--- src/rtl/fifo_nibble_packer.sv ---
// fifo_nibble_packer: drains a nibble FIFO and packs entries LSB-first
// into words presented on a valid/ready port, with flush for partials.
module fifo_nibble_packer #(
  parameter int DATA_W  = 4,
  parameter int NIBBLES = 4,
  parameter int CNT_W   = 16
) (
  input  logic                           clk,
  input  logic                           rst,
  input  logic                           empty,
  output logic                           read_en,
  input  logic [DATA_W-1:0]              read_data,
  input  logic                           flush,
  output logic                           out_valid,
  input  logic                           out_ready,
  output logic [DATA_W*NIBBLES-1:0]      out_word,
  output logic [$clog2(NIBBLES+1)-1:0]   out_count,
  output logic [CNT_W-1:0]               word_cnt
);

  localparam int CW = $clog2(NIBBLES+1);
  localparam int IW = (NIBBLES > 1) ? $clog2(NIBBLES) : 1;

  typedef enum logic {
    FILL = 1'b0,
    HOLD = 1'b1
  } state_t;

  state_t            state;
  state_t            state_nx;
  logic [CW-1:0]     c;
  logic              f;
  logic              flush_pend;
  logic [DATA_W-1:0] slot [NIBBLES];
  logic [CW:0]       occ;
  logic              room;
  logic              full_cap;
  logic              flush_go;
  logic              accept;

  // occupancy counts the read still in flight so we never over-issue
  assign occ      = {1'b0, c} + {{CW{1'b0}}, f};
  assign room     = occ < (CW+1)'(NIBBLES);
  assign full_cap = f && (c == CW'(NIBBLES-1));
  assign flush_go = flush_pend && !f && (c != '0);
  assign accept   = (state == HOLD) && out_ready;

  always_ff @(posedge clk) begin
    if (rst) begin
      state <= FILL;
    end else begin
      state <= state_nx;
    end
  end

  always_comb begin
    state_nx = state;
    unique case (state)
      FILL: if (full_cap || flush_go) state_nx = HOLD;
      HOLD: if (out_ready) state_nx = FILL;
      default: state_nx = FILL;
    endcase
  end

  always_comb begin
    out_valid = 1'b0;
    read_en   = 1'b0;
    unique case (state)
      FILL: read_en = room;
      HOLD: begin
        out_valid = 1'b1;
        read_en   = out_ready && !f;
      end
      default: read_en = 1'b0;
    endcase
    read_en = read_en && !rst && !empty && !flush_pend;
  end

  always_ff @(posedge clk) begin
    if (rst) begin
      c          <= '0;
      f          <= 1'b0;
      flush_pend <= 1'b0;
      out_count  <= '0;
      word_cnt   <= '0;
      for (int k = 0; k < NIBBLES; k++) slot[k] <= '0;
    end else begin
      f <= read_en;
      if (accept) begin
        c          <= '0;
        flush_pend <= 1'b0;
        out_count  <= '0;
        word_cnt   <= word_cnt + CNT_W'(1);
        for (int k = 0; k < NIBBLES; k++) slot[k] <= '0;
      end else begin
        if (f) begin
          slot[c[IW-1:0]] <= read_data;
          c               <= c + CW'(1);
        end
        if (state == FILL && flush && (c != '0 || f))
          flush_pend <= 1'b1;
        if (state == FILL && full_cap)
          out_count <= CW'(NIBBLES);
        else if (state == FILL && flush_go)
          out_count <= c;
      end
    end
  end

  always_comb begin
    out_word = '0;
    for (int k = 0; k < NIBBLES; k++)
      out_word[k*DATA_W +: DATA_W] = slot[k];
  end

endmodule
--- config.mk ---
export PLATFORM = sky130hd
export DESIGN_NAME = fifo_nibble_packer
export DESIGN_NICKNAME = d
export VERILOG_FILES = /design/src/rtl/fifo_nibble_packer.sv
export SDC_FILE = /design/constraint.sdc
export NUM_CORES = 1
export LEC_CHECK = 0
export ABC_CLOCK_PERIOD_IN_PS = 2150
export BUFFER_PORTS_ARGS = -buffer_cell sky130_fd_sc_hd__buf_4
export CAP_MARGIN = 20
export CORE_ASPECT_RATIO = 0.75
export CORE_UTILIZATION = 52
export CTS_CLUSTER_DIAMETER = 120
export DETAILED_ROUTE_END_ITERATION = 10
export PLACE_DENSITY_LB_ADDON = 0.25
export SYNTH_ARGS = -nofsm -noshare
export SYNTH_HDL_FRONTEND = slang
export SYNTH_SLANG_ARGS = --single-unit
--- constraint.sdc ---
create_clock -name clk -period 2.15 [get_ports clk]
set_input_delay 0.3225 -clock clk [delete_from_list [all_inputs] [get_ports clk]]
set_output_delay 0.3225 -clock clk [all_outputs]
set_load 0.05 [all_outputs]
==> impl_summary.txt <==
----------------------------------------------------
[Finish]
  Share of layout cells above drive strength 1 ... 26.6%
  Number of diodes ... 0
  Register Area ... 983 µm²
  Area growth from synthesis to layout ... 26.4%
  Most common cell after layout, fill and taps aside ... buf_4
  Area of combinational cells with multiple inputs ... 786 µm²
  # fillers ... 263
  Commonest non-fill, non-tap cells in the layout ... 46 x buf_4, 23 x dfxtp_1, 21 x nor2_1, 16 x edfxtp_1, 15 x nand2_1
  Number of nets in the layout ... 243

[Placed design]
  Placer congestion estimate ... 0.824
  Placement-stage worst setup slack ... 253 ps
  PortBufs ... 45
  Post-detailed-placement half-perimeter wirelength ... 2940 µm

[CTS]
  CTS tree ... yes
  Clock transition at path regs ... 70 ps
  Clock latency on the worst-skew pair ... 300 ps
  H-tree Lvls ... 2
  Number of buffers added to fix hold violations after cts ... 0
  Clock sink count ... 41
  CTS root buf ... clkbuf_8
  Longest Clk Path Bufs ... 2
  Number of buffers created by CTS ... 5

[Critical path]
  Reg-to-reg startpoint ... word_cnt[5]$_SDFFE_PP0P_
  Crit path DAT ... 2160 ps
  Worst setup path endpoint ... word_cnt[14]$_SDFFE_PP0P_
  Startpoint-to-endpoint class of the critical path ... flop to flop
  Endpoint of the worst-slack reg-to-reg timing path ... word_cnt[14]$_SDFFE_PP0P_
  Critical Path RT ... 2370 ps
  Logic depth of the worst register-to-register path ... 4
  Critical Path Source Type ... flop
  Timing startpoint of the critical path ... word_cnt[5]$_SDFFE_PP0P_
  Crit end category ... flop
  Reg-to-reg slack, setup ... 210 ps
  Biggest fanout along the worst timing path ... 6

[STA]
  Fin. Hold Viols ... 0
  Worst Max-Slew Pin Slew ... 607 ps
  Fin. max-slew vios ... 0
  Share of the clock period used by the worst path after layout ... 90.4%
  Worst clock skew ... 2.56 ps
  Total Neg Setup Slack ... 0 ps
  Least setup slack across all paths after layout ... 207 ps
  Upper clock frequency limit ... 0.515 GHz
  Rel. slew slack ... 59.1%
  Time the worst path needs with I/O delays and setup ... 1940 ps
  Final setup viols ... 0
  Setup repair after global routing missed its margin ... false

[Global routing]
  Vias in the first global route ... 1380
  GRT Total Usage ... 23.1%
  Total congestion overflow ... 0
  Met1 track demand over resource ... 29.5%
  Met3 Track Usage GR ... 5.71%
  Grt met2 use ... 36.7%
  Initial antenna violation count ... 0
  Most utilized layer in the global route result ... met2
  Pin count of the biggest net entering global routing ... 25
  Global-route wire length before repair ... 6410 µm

[Logic synthesis]
  Net count after synthesis ... 195
  Arithmetic-cell share of the synthesized area counting full adders, half adders and majority gates ... 4.16%
  Yosys reg bits ... 41
  Dominant synthesized flop cell ... dfxtp_1
  Area share of and/or/nand/nor cells after synthesis ... 24.4%
  Mux share of post-synthesis cell area ... 2.91%
  Count of flip-flops with a built-in enable after synthesis ... 16
  Syn Inst Count ... 180
  Proportion of register bits with asynchronous set or reset after synthesis ... 0%
  Compound-Gate Fraction of Synth Area ... 5.89%
  Largest family of logic cells by synthesized area ... simple AND/OR/NAND/NOR gates
  Count of different cell masters after synthesis ... 31
  Sequential cell area fraction in the yosys report ... 54.4%
  Parity-gate share of the synthesized area counting xor and xnor cells ... 5.34%
  Synthesized area per cell ... 10.0 µm²
  Cell area after synthesis ... 0.00180 mm²
  Warning count from the yosys run ... 0

[Drt]
  Vias post-DR ... 1501
  Post-DRT Antenna Nets ... 0
  Via density ... 5.58
  Iteration-0 DRC count of the detailed router ... 107
  First-pass iteration count of the detailed router ... 4
  Post-Route WL ... 3950 µm
  Post-DR wirelength/cell ... 14.7 µm
  Total DRC errors in the routed layout ... 0

[Floorplan]
  Starting density of the core ... 54.5%
  Count of boundary I/O pins ... 46
  Total number of placement rows ... 18
  X dimension of the die ... 70.0 µm
  Std-Cell Core Area ... 0.00331 mm²
  Die Area ... 0.00371 mm²
  Vert. Die Dim ... 53.0 µm

[Run status]
  Outcome ... completed

[Power]
  Static Leak ... 0.000963 µW
  Peak supply drop ... 0.397 mV
  Power density normalized to cell area ... 677 mW/mm²

[Flow run]
  Maxcap violations ... 0

[Worst hold path]
  Classification of the worst-slack hold path ... primary input to flop

----------------------------------------------------
synthesized netlist by cell type, types with 3 or more instances:
cell type,count,area [µm²]
a21oi_1,6,30.0
and2_1,4,25.0
and3_1,13,81.3
clkbuf_1,5,18.8
dfxtp_1,25,500
edfxtp_1,16,480
ha_1,6,75.1
inv_1,9,33.8
mux2i_1,3,30.0
nand2_1,15,56.3
nand3_1,9,45.0
nor2_1,21,78.8
nor3_1,5,25.0
nor4_1,4,25.0
o21ai_0,5,25.0
xnor2_1,8,70.1
xor2_1,3,26.3
logic make-up after synthesis:
logic type               Yosys count
AO/OA/AOI/OAI                     18
XOR/XNOR                          11
adder cells (fa/ha/maj)            6
buffers and inverters             14
flip-flops                        41
multiplexers                       5
AND/OR/NAND/NOR                   85
metal layers:
metal	vias up	part of all wire, %
met5	-	0
li1	727	-
met2	60	46
met4	0	2.1
met1	704	45
met3	10	6.8
power by group:
part | total (µW) | switching [µW] | internal [µW]
logic | 206 | 141 | 65.0
clock network | 481 | 257 | 225
registers | 858 | 23.3 | 835
total | 1550 | 420 | 1120
area by class of cell:
class / instances / share of cell area (%)
clock inverter: 2 / 0.439
inverter: 9 / 1.48
sequential: 41 / 43.1
multi-input combinational: 125 / 34.4
tap: 40 / 2.19
timing repair buffer: 46 / 15.1
clock buffer: 6 / 3.18
through the flow:
| stage | power [µW] | utilization, % | cell area (µm²) | cells | hold slack (ps) |
|---|---|---|---|---|---|
| 3_3_place_gp | 1070 | 66.4 | 2200 | 261 | 466 |
| 5_1_grt | 1600 | 68.9 | 2280 | 269 | 212 |
| 3_5_place_dp | 1080 | 66.4 | 2200 | 261 | 493 |
| 6_report | 1550 | 68.9 | 2280 | 269 | 215 |
| 2_1_floorplan | 1010 | - | 1820 | 180 | 400 |
| 4_1_cts | 1560 | 68.9 | 2280 | 269 | 211 |
timing repair:
| action | CTS | global route |
|---|---|---|
| hold endpoints to repair | 0 | 0 |
| setup endpoints to repair | 0 | 1 |
| setup buffers | 0 | 0 |
| resized for setup | 0 | 1 |
sequential cells by signal, indices dropped and copies added (netlist names):
name        cells
state           1
f               1
slot           16
word_cnt       16
flush_pend      1
c               3
out_count       3
worst max-delay path, stage by stage (launching register included):
cell	delay (ps)
dfxtp_1	450
nand3_2	150
or4_4	600
or4_1	480
a21oi_1	180
how the worst min path moves through the flow:
| stage | slack, ps | start | depth (start not counted) | end |
|---|---|---|---|---|
| CTS | 210 | empty | 2 | f$_SDFF_PP0_ |
| detailed placement | 490 | word_cnt[15]$_SDFFE_PP0P_ | 2 | word_cnt[15]$_SDFFE_PP0P_ |
| global route | 210 | empty | 2 | f$_SDFF_PP0_ |
| finish | 210 | empty | 2 | f$_SDFF_PP0_ |
| floorplan | 400 | empty | 1 | f$_SDFF_PP0_ |
| global placement | 470 | word_cnt[15]$_SDFFE_PP0P_ | 2 | word_cnt[15]$_SDFFE_PP0P_ |
Note: power is estimated with default switching activity, not from simulation.
